==> src/rtl/uart_tx_arbiter.sv <==
// Packet-aware round-robin arbiter sharing one UART transmitter between two byte streams.
// An owner keeps the transmitter until a last byte, a burst limit, or an idle timeout.
module uart_tx_arbiter #(
  parameter int unsigned MAX_BURST    = 16,
  parameter int unsigned LOCK_TIMEOUT = 2048
) (
  input  logic       CP,
  input  logic       RST,
  input  logic       valid0,
  input  logic       valid1,
  input  logic [7:0] data0,
  input  logic [7:0] data1,
  input  logic       last0,
  input  logic       last1,
  output logic       ready0,
  output logic       ready1,
  output logic [7:0] tx_data,
  output logic       tx_start,
  input  logic       tx_busy,
  output logic       gnt,
  output logic       busy,
  output logic       lock_drop
);

  localparam logic [7:0]  BurstMax    = 8'(MAX_BURST);
  localparam logic [15:0] TimeoutLast = 16'(LOCK_TIMEOUT - 1);

  typedef enum logic [1:0] {StIdle, StIssue, StWaitBusy, StWaitDone} state_e;

  state_e      state_q, state_d;
  logic        ptr_q, ptr_d;
  logic        locked_q, locked_d;
  logic        owner_q, owner_d;
  logic        gnt_q, gnt_d;
  logic        last_q, last_d;
  logic [7:0]  bcnt_q, bcnt_d;
  logic [15:0] tcnt_q, tcnt_d;
  logic [7:0]  tx_data_q, tx_data_d;
  logic        tx_start_q, tx_start_d;
  logic        lock_drop_q, lock_drop_d;

  logic        valid_own;
  logic        sel;

  always_ff @(posedge CP or negedge RST) begin
    if (!RST) begin
      state_q     <= StIdle;
      ptr_q       <= 1'b0;
      locked_q    <= 1'b0;
      owner_q     <= 1'b0;
      gnt_q       <= 1'b0;
      last_q      <= 1'b0;
      bcnt_q      <= 8'd0;
      tcnt_q      <= 16'd0;
      tx_data_q   <= 8'd0;
      tx_start_q  <= 1'b0;
      lock_drop_q <= 1'b0;
    end else begin
      state_q     <= state_d;
      ptr_q       <= ptr_d;
      locked_q    <= locked_d;
      owner_q     <= owner_d;
      gnt_q       <= gnt_d;
      last_q      <= last_d;
      bcnt_q      <= bcnt_d;
      tcnt_q      <= tcnt_d;
      tx_data_q   <= tx_data_d;
      tx_start_q  <= tx_start_d;
      lock_drop_q <= lock_drop_d;
    end
  end

  always_comb begin
    state_d     = state_q;
    ptr_d       = ptr_q;
    locked_d    = locked_q;
    owner_d     = owner_q;
    gnt_d       = gnt_q;
    last_d      = last_q;
    bcnt_d      = bcnt_q;
    tcnt_d      = tcnt_q;
    tx_data_d   = tx_data_q;
    tx_start_d  = 1'b0;
    lock_drop_d = 1'b0;

    valid_own = owner_q ? valid1 : valid0;
    // Pointer only breaks ties; a lone requester always wins.
    sel       = (valid0 && valid1) ? ptr_q : valid1;

    unique case (state_q)
      StIdle: begin
        if (locked_q) begin
          if (valid_own) begin
            state_d = StIssue;
            gnt_d   = owner_q;
            tcnt_d  = 16'd0;
          end else if (tcnt_q == TimeoutLast) begin
            locked_d    = 1'b0;
            bcnt_d      = 8'd0;
            tcnt_d      = 16'd0;
            ptr_d       = ~owner_q;
            lock_drop_d = 1'b1;
          end else begin
            tcnt_d = tcnt_q + 16'd1;
          end
        end else if (valid0 || valid1) begin
          state_d  = StIssue;
          locked_d = 1'b1;
          owner_d  = sel;
          gnt_d    = sel;
          bcnt_d   = 8'd0;
          tcnt_d   = 16'd0;
        end
      end
      StIssue: begin
        tx_data_d  = gnt_q ? data1 : data0;
        last_d     = gnt_q ? last1 : last0;
        tx_start_d = 1'b1;
        bcnt_d     = bcnt_q + 8'd1;
        state_d    = StWaitBusy;
      end
      StWaitBusy: begin
        if (tx_busy) state_d = StWaitDone;
      end
      StWaitDone: begin
        if (!tx_busy) begin
          state_d = StIdle;
          if (last_q || (bcnt_q == BurstMax)) begin
            locked_d = 1'b0;
            ptr_d    = ~owner_q;
            bcnt_d   = 8'd0;
          end
        end
      end
      default: state_d = StIdle;
    endcase
  end

  assign ready0    = (state_q == StIssue) && !gnt_q;
  assign ready1    = (state_q == StIssue) && gnt_q;
  assign busy      = (state_q != StIdle);
  assign gnt       = gnt_q;
  assign tx_data   = tx_data_q;
  assign tx_start  = tx_start_q;
  assign lock_drop = lock_drop_q;

endmodule

==> config.mk <==
export PLATFORM = sky130hd
export DESIGN_NAME = uart_tx_arbiter
export DESIGN_NICKNAME = d
export VERILOG_FILES = /design/src/rtl/uart_tx_arbiter.sv
export SDC_FILE = /design/constraint.sdc
export NUM_CORES = 1
export LEC_CHECK = 0
export BUFFER_PORTS_ARGS = -buffer_cell sky130_fd_sc_hd__buf_2
export CAP_MARGIN = 20
export CELL_PAD_IN_SITES_DETAIL_PLACEMENT = 1
export CELL_PAD_IN_SITES_GLOBAL_PLACEMENT = 1
export CORE_MARGIN = 2
export CORE_UTILIZATION = 30
export CTS_CLUSTER_DIAMETER = 120
export DETAILED_ROUTE_END_ITERATION = 10
export PLACE_DENSITY = 0.61
export SYNTH_ARGS = -nofsm -noshare
export SYNTH_HDL_FRONTEND = slang
export SYNTH_SLANG_ARGS = --single-unit
==> constraint.sdc <==
create_clock -name CP -period 2.88 [get_ports CP]
set_input_delay 0.432 -clock CP [delete_from_list [all_inputs] [get_ports CP]]
set_output_delay 0.432 -clock CP [all_outputs]
set_load 0.005 [all_outputs]
==> flow_summary.toml, run 1 <==
[clock_network]
cts_setup_buffers = 0
cts_resized = 0
clkLatencyLatePin_ns = 0.31
cts_buffer_depth = 2
cts_root_buf = "clkbuf_8"
h-tree-depth = 2
clkSlewWorstSetupHoldPaths_ns = 0.08
cts_tree = "done"
numCtsBuffers = 5
cts_hold_buffers = 0
cts_sinks = 41

[synth]
synth.cell_area_sq_mm = 0.00224
syn_inst = 234
synthArstFlopShare = 1.00
yosysSeqAreaShare = 0.459
synth.avg_cell_area_sq_um = 9.56
synth_ff_type = "dfrtp_1"
synth_nets = 264
ys_seq_elements = 41
ys_types = 44
synth_warnings = 0
synth_edf_count = 0

[sta]
worst_hold_slack_ns = 0.258
hold_viol_final = 0
finClkSkew_ns = 0.00642
finalSetupViolations = 0
timing.final.ws_setup_ns = 0.543
period_needed_ns = 2.34
tightest_slew_ns = 0.920
setup_tns_ns = 0
fmax_mhz = 428
slew_violations = 0
max-slew-margin-rel = 0.387
rsz0062_at_grt = "false"
fin_crit_sh = 0.812

[global_route]
grt_max_degree = 42
grt_pass1_vias = 1912
grt-ovfl-total = 0
antenna_found_initial = 0
grt_usage = 0.141
grt_first_pass_wirelength_mm = 9.29

[placement]
port_buffers = 36
dp_slack_ns = 0.529
dp_hpwl_mm = 3.71
place_congestion = 0.733

[detailed_routing]
viasPerCell = 4.85
detail-route-antenna-nets = 0
routed_wl_mm = 5.16
drt_iter0_markers = 50
drc = 0
num_vias = 1788
detail_route.wl_per_cell_um = 14.0
drt_pass1_iterations = 4

[pwr]
p_sw_frac = 0.406
p_clk_frac = 0.187
p_switching_w = 0.000906
p_per_area_mw_per_mm2 = 854
ir_drop_uv = 405
power_frac_comb = 0.440
leakage_nw = 1.22
intPower_w = 0.00132
power_frac_seq = 0.373

[worst_setup_path]
worst_ep_required_time_ns = 3.08
r2r-start = "bcnt_q[0]"
r2r_slack_ns = 0.54
cp_data_arrival_time_ns = 2.53
r2r_cells = 7
criticalPathCategory = "reg2reg"
critPathLaunchType = "flop"
end_kind = "flop"
r2r_end = "bcnt_q[7]"
path_max_fanout = 7

[run_status]
status = "complete, no violations"

[die]
rows = 31
ioPinCount = 37
initial_core_util = 0.308
die_h_um = 90.4
dieArea_sq_mm = 0.00816
core-area_sq_mm = 0.00725
die-width_um = 90.4

[job]
drv_cap = 0

[layout]
num_antenna_cells = 0
layout-drive-gt1-share = 0.211
syn2layout_area_growth_pct = 16.7
final_nets = 299

[min_path]
min_path_type = "in2async"
[sequential cells by signal (all words and copies together), names as in the netlist]
signal	count
locked_q	1
tx_start	1
bcnt_q	8
last_q	1
gnt	1
lock_drop	1
tx_data	8
state_q	2
ptr_q	1
owner_q	1
tcnt_q	16
[cell type report]
cell class              instances  area, sq um
well taps                      99          124
multi-input cells             174         1130
clock buffers                   6         82.6
flip-flops and latches         41         1030
repair buffers                 39          203
clock inverters                 2         13.8
fillers                       853         4640
inverters                       8         30.0
[critical path: stages (launching register included)]
cell and delay (ns):
dfrtp_1 0.41, inv_1 0.10, ha_1 0.15, or4b_1 0.42, o221ai_1 0.20, o211a_2 0.28, and2_1 0.34, mux2_4 0.33
[how the worst max path moves through the flow]
| stage | start | slack, ns | to |
|---|---|---|---|
| 6_report | bcnt_q[0] | 0.54 | bcnt_q[7] |
| 5_1_grt | bcnt_q[0] | 0.38 | bcnt_q[7] |
| 3_3_place_gp | tx_busy | 0.57 | bcnt_q[7] |
| 2_1_floorplan | bcnt_q[0] | 0.76 | bcnt_q[7] |
| 4_1_cts | bcnt_q[0] | 0.53 | bcnt_q[7] |
| 3_5_place_dp | tx_busy | 0.53 | bcnt_q[7] |
[layout by cell type (no fill, tap or decap), drive strengths merged, types with 2 or more instances in the layout]
cell     n
dfrtp   41
buf     39
nor2    31
nand2   18
nand3   16
a21oi   15
mux2i   14
inv      8
ha       7
xnor2    6
clkbuf   6
o21ai    5
nor3     5
xor2     5
nor2b    4
nor4     4
nand2b   4
a32o     4
and2     3
or2      3
mux2     3
o21bai   3
nand4    2
or3      2
a31oi    2
or4b     2
o31ai    2
and3     2
a22o     2
clkinv   2
[layer usage]
metal | global-route usage | share of wire
met5 | 0 | 0
met4 | 0.0590 | 0.018
met3 | 0.0317 | 0.030
met2 | 0.232 | 0.47
met1 | 0.179 | 0.49
[cells in the mapped netlist (all sizes together), types with 2 or more instances]
library cell,instances,area [sq um]
a21oi,15,75.1
a22o,2,17.5
a31oi,2,12.5
a32o,4,40.0
and2,3,18.8
and3,2,12.5
buf,3,20.0
clkbuf,8,30.0
dfrtp,41,1030
ha,7,87.6
inv,8,30.0
mux2,3,37.5
mux2i,14,140
nand2,18,67.6
nand2b,4,25.0
nand3,16,80.1
nand4,2,12.5
nor2,31,116
nor2b,4,25.0
nor3,5,25.0
nor4,4,25.0
o21ai,5,25.0
o21bai,3,37.5
o31ai,2,15.0
or2,3,18.8
or3,2,12.5
or4b,2,20.0
xnor2,6,52.6
xor2,5,43.8
[power groups by stage]
stage	combinational [W]	clock (W)	sequential [W]
after floorplan	0.000736	0	0.000811
after global placement	0.000975	0	0.000840
after detailed placement	0.00100	0	0.000845
after CTS	0.00101	0.000433	0.000835
after global routing	0.00112	0.000450	0.000855
final	0.000982	0.000416	0.000832
[metrics by stage]
step | cells | power, W | area (sq um) | utilization
6_report | 369 | 0.00223 | 2610 | 0.360
5_1_grt | 369 | 0.00243 | 2610 | 0.360
4_1_cts | 369 | 0.00227 | 2610 | 0.360
3_5_place_dp | 361 | 0.00185 | 2510 | 0.347
3_3_place_gp | 361 | 0.00182 | 2510 | 0.347
2_1_floorplan | 234 | 0.00155 | 2240 | -
[cells by family after synthesis]
family | count (synthesis) | share of synthesized area
AOI/OAI and AO/OA | 42 | 0.134
muxes | 17 | 0.0794
adders and majority gates | 7 | 0.0391
xor gates and xnor gates | 11 | 0.0431
buffers and inverters | 19 | 0.0358
DFF | 41 | 0.459
and+or+nand+nor | 97 | 0.210
No activity file was read; power rests on OpenSTA's default activity.
==> run 2, diff against run 1 <==
--- a/config.mk
+++ b/config.mk
@@ -5,6 +5,7 @@
 export SDC_FILE = /design/constraint.sdc
 export NUM_CORES = 1
 export LEC_CHECK = 0
+export ABC_AREA = 1
 export BUFFER_PORTS_ARGS = -buffer_cell sky130_fd_sc_hd__buf_2
 export CAP_MARGIN = 20
 export CELL_PAD_IN_SITES_DETAIL_PLACEMENT = 1
@@ -13,7 +14,7 @@
 export CORE_UTILIZATION = 30
 export CTS_CLUSTER_DIAMETER = 120
 export DETAILED_ROUTE_END_ITERATION = 10
-export PLACE_DENSITY = 0.61
+export PLACE_DENSITY = 0.65
 export SYNTH_ARGS = -nofsm -noshare
 export SYNTH_HDL_FRONTEND = slang
 export SYNTH_SLANG_ARGS = --single-unit
==> constraint.sdc (replaced) <==
create_clock -name CP -period 2.05 [get_ports CP]
set_input_delay 0.3075 -clock CP [delete_from_list [all_inputs] [get_ports CP]]
set_output_delay 0.3075 -clock CP [all_outputs]
set_load 0.005 [all_outputs]
==> run 2 against run 1 <==
Effect of this change: power increased by 43%; clock skew increased by 0.0024 ns; global-route usage increased by 1.9 points; die area increased by 12%; synthesized cell count increased by 47%; sequential power increased by 39%; largest power group unchanged.
==> flow_summary.toml, run 2 <==
[die]
core-area_sq_mm = 0.00818
die_h_um = 95.5
die-width_um = 95.5
rows = 33
initial_core_util = 0.307
ioPinCount = 37
dieArea_sq_mm = 0.00912

[sta]
finClkSkew_ns = 0.00884
tightest_slew_ns = 0.371
slew_violations = 0
period_needed_ns = 1.83
finalSetupViolations = 0
fin_crit_sh = 0.893
rsz0062_at_grt = "false"
setup_tns_ns = 0
max-slew-margin-rel = 0.753
fmax_mhz = 546
hold_viol_final = 0

[layout]
largest_reg_flops = 16
layout-drive-gt1-share = 0.191
layout_commonest_cell = "nand2_1"
final_nets = 421
syn2layout_area_growth_pct = 17.7
fin_util = 0.361
final_cell_mix = "nand2_1 (114), nor2_1 (41), dfrtp_1 (41), inv_1 (39), buf_2 (36)"
final_cells = 497
num_antenna_cells = 0
fill_cells = 1043
largest-register = "tcnt_q"

[global_route]
grt_pass1_vias = 2424
grt_first_pass_wirelength_mm = 11.4
grt_max_degree = 16
grt_usage = 0.160
antenna_found_initial = 0
grt-ovfl-total = 0

[synth]
synth_nets = 374
synth.cell_area_sq_mm = 0.00251
yosysSeqAreaShare = 0.409
post-synth-top-area-cell = "dfrtp_1"
synth_top_area_frac = 0.409
synth.avg_cell_area_sq_um = 7.30
netlist_top_cells_area = "dfrtp_1 (41%), nand2_1 (17%), nor2_1 (6.1%)"
synth_warnings = 0
ys_types = 35
synth_commonest_cells = "nand2_1 (114), dfrtp_1 (41), nor2_1 (41)"
synth_ff_type = "dfrtp_1"
syn_inst = 344
synthArstFlopShare = 1.00
yosysMostFrequentCell = "nand2_1"
ys_seq_elements = 41
synth_edf_count = 0

[placement]
dp_cells = 488
dp_hpwl_mm = 5.20
port_buffers = 36
place_congestion = 0.779

[clock_network]
clkSlewWorstSetupHoldPaths_ns = 0.09
cts_buffer_depth = 2
h-tree-depth = 2
cts_root_buf = "clkbuf_8"
cts_resized = 0
clkLatencyLatePin_ns = 0.29
numCtsBuffers = 5
cts_tree = "done"
cts_sinks = 41

[detailed_routing]
viasPerCell = 4.61
num_vias = 2292
drt_iter0_markers = 58
routed_wl_mm = 6.55
drt_pass1_iterations = 4
detail_route.wl_per_cell_um = 13.2
drc = 0
detail-route-antenna-nets = 0

[worst_setup_path]
path_cells = "inv_1 > ha_1 > inv_1 > buf_2"
cpPeakStageDelay_ns = 0.43
cp.buffers_inverters = 3
end_kind = "output pin"
crit_family = "buffers and inverters"
slowest_stage = "dfrtp_1"
critPathMostFrequentCell = "inv_1"
criticalPathCategory = "reg2out"
cp_data_arrival_time_ns = 1.52
critPathLaunchType = "flop"
worst_ep_required_time_ns = 1.74
path_max_fanout = 7

[min_path]
min_path_type = "in2reg"

[pwr]
ir_drop_uv = 410
leakage_nw = 1.52
p_per_area_mw_per_mm2 = 1080

[run_status]
status = "complete, no violations"

[job]
drv_cap = 0
[run 2: changes by cell type in the layout (fill, tap and decap cells not counted), sizes merged, moves of 7 or more]
cell   previous run  this run
o21ai             5        12
inv               8        42
nand3            16        32
a21oi            15         8
mux2i            14         0
nor2             31        48
nand2            18       122
[run 2: worst reg2reg max path, delay by kind of cell, from the launching register on]
kind	cells	cell delay [ns]
adders and majority gates	1	0.34
buffers and inverters	2	0.27
DFF	1	0.43
and+or+nand+nor	6	0.64
[run 2: power breakdown]
group,switching [W],internal [W]
Combinational,0.000933,0.000506
Clock,0.000294,0.000305
Sequential,0.000156,0.00100
[run 2: kinds of logic (layout without fill, tap and decap cells)]
group                    Yosys count  after routing  synth area share
adder cells (fa/ha/maj)            7              7            0.0349
AO/OA/AOI/OAI                     24             24            0.0583
XOR/XNOR                           7              7            0.0244
buffers and inverters             48             96            0.0792
flip-flops                        41             41             0.409
AND/OR/NAND/NOR                  217            217             0.395
[run 2: layer usage]
metal | routed length (um) | GRT usage | up-vias
li1 | - | - | 1172
met1 | 3050 | 0.199 | 1078
met2 | 3230 | 0.284 | 38
met3 | 223 | 0.0308 | 4
met4 | 57 | 0.0381 | 0
met5 | 0 | 0 | -
[run 2: per-stage QoR]
step | total power (W) | hold slack, ns | setup slack (ns) | cell area [sq um]
2_1_floorplan | 0.00212 | 0.0119 | 0.589 | 2510
5_1_grt | 0.00350 | 0.226 | 0.130 | 2960
4_1_cts | 0.00327 | 0.210 | 0.203 | 2960
6_report | 0.00320 | 0.218 | 0.219 | 2960
3_5_place_dp | 0.00265 | 0.247 | 0.277 | 2840
3_3_place_gp | 0.00260 | 0.245 | 0.343 | 2840
[run 2: worst paths after layout]
kind | from | to | slack (ns) | cells past startpoint
min in group asynchronous | RST | tcnt_q[4] | 0.44 | 2
min reg2reg | ptr_q | ptr_q | 0.49 | 2
min | data0[4] | tx_data[4] | 0.22 | 3
max in group asynchronous | RST | tx_data[1] | 1.07 | 3
max | state_q[0] | busy | 0.22 | 4
max reg2reg | state_q[0] | bcnt_q[5] | 0.26 | 9
[run 2: cell type report]
class | count | area (sq um) | share of cell area
clock buffers | 7 | 96.3 | 0.0326
clock inverters | 1 | 5.00 | 0.00169
inverters | 44 | 168 | 0.0567
multi-input cells | 255 | 1290 | 0.435
flip-flops and latches | 41 | 1030 | 0.347
well taps | 105 | 131 | 0.0445
repair buffers | 44 | 243 | 0.0821
[run 2: what timing repair did]
action / CTS / global route
buffers inserted: 0 / 0
hold buffers: 1 / 0
endpoints found under the hold margin: 13 / 0
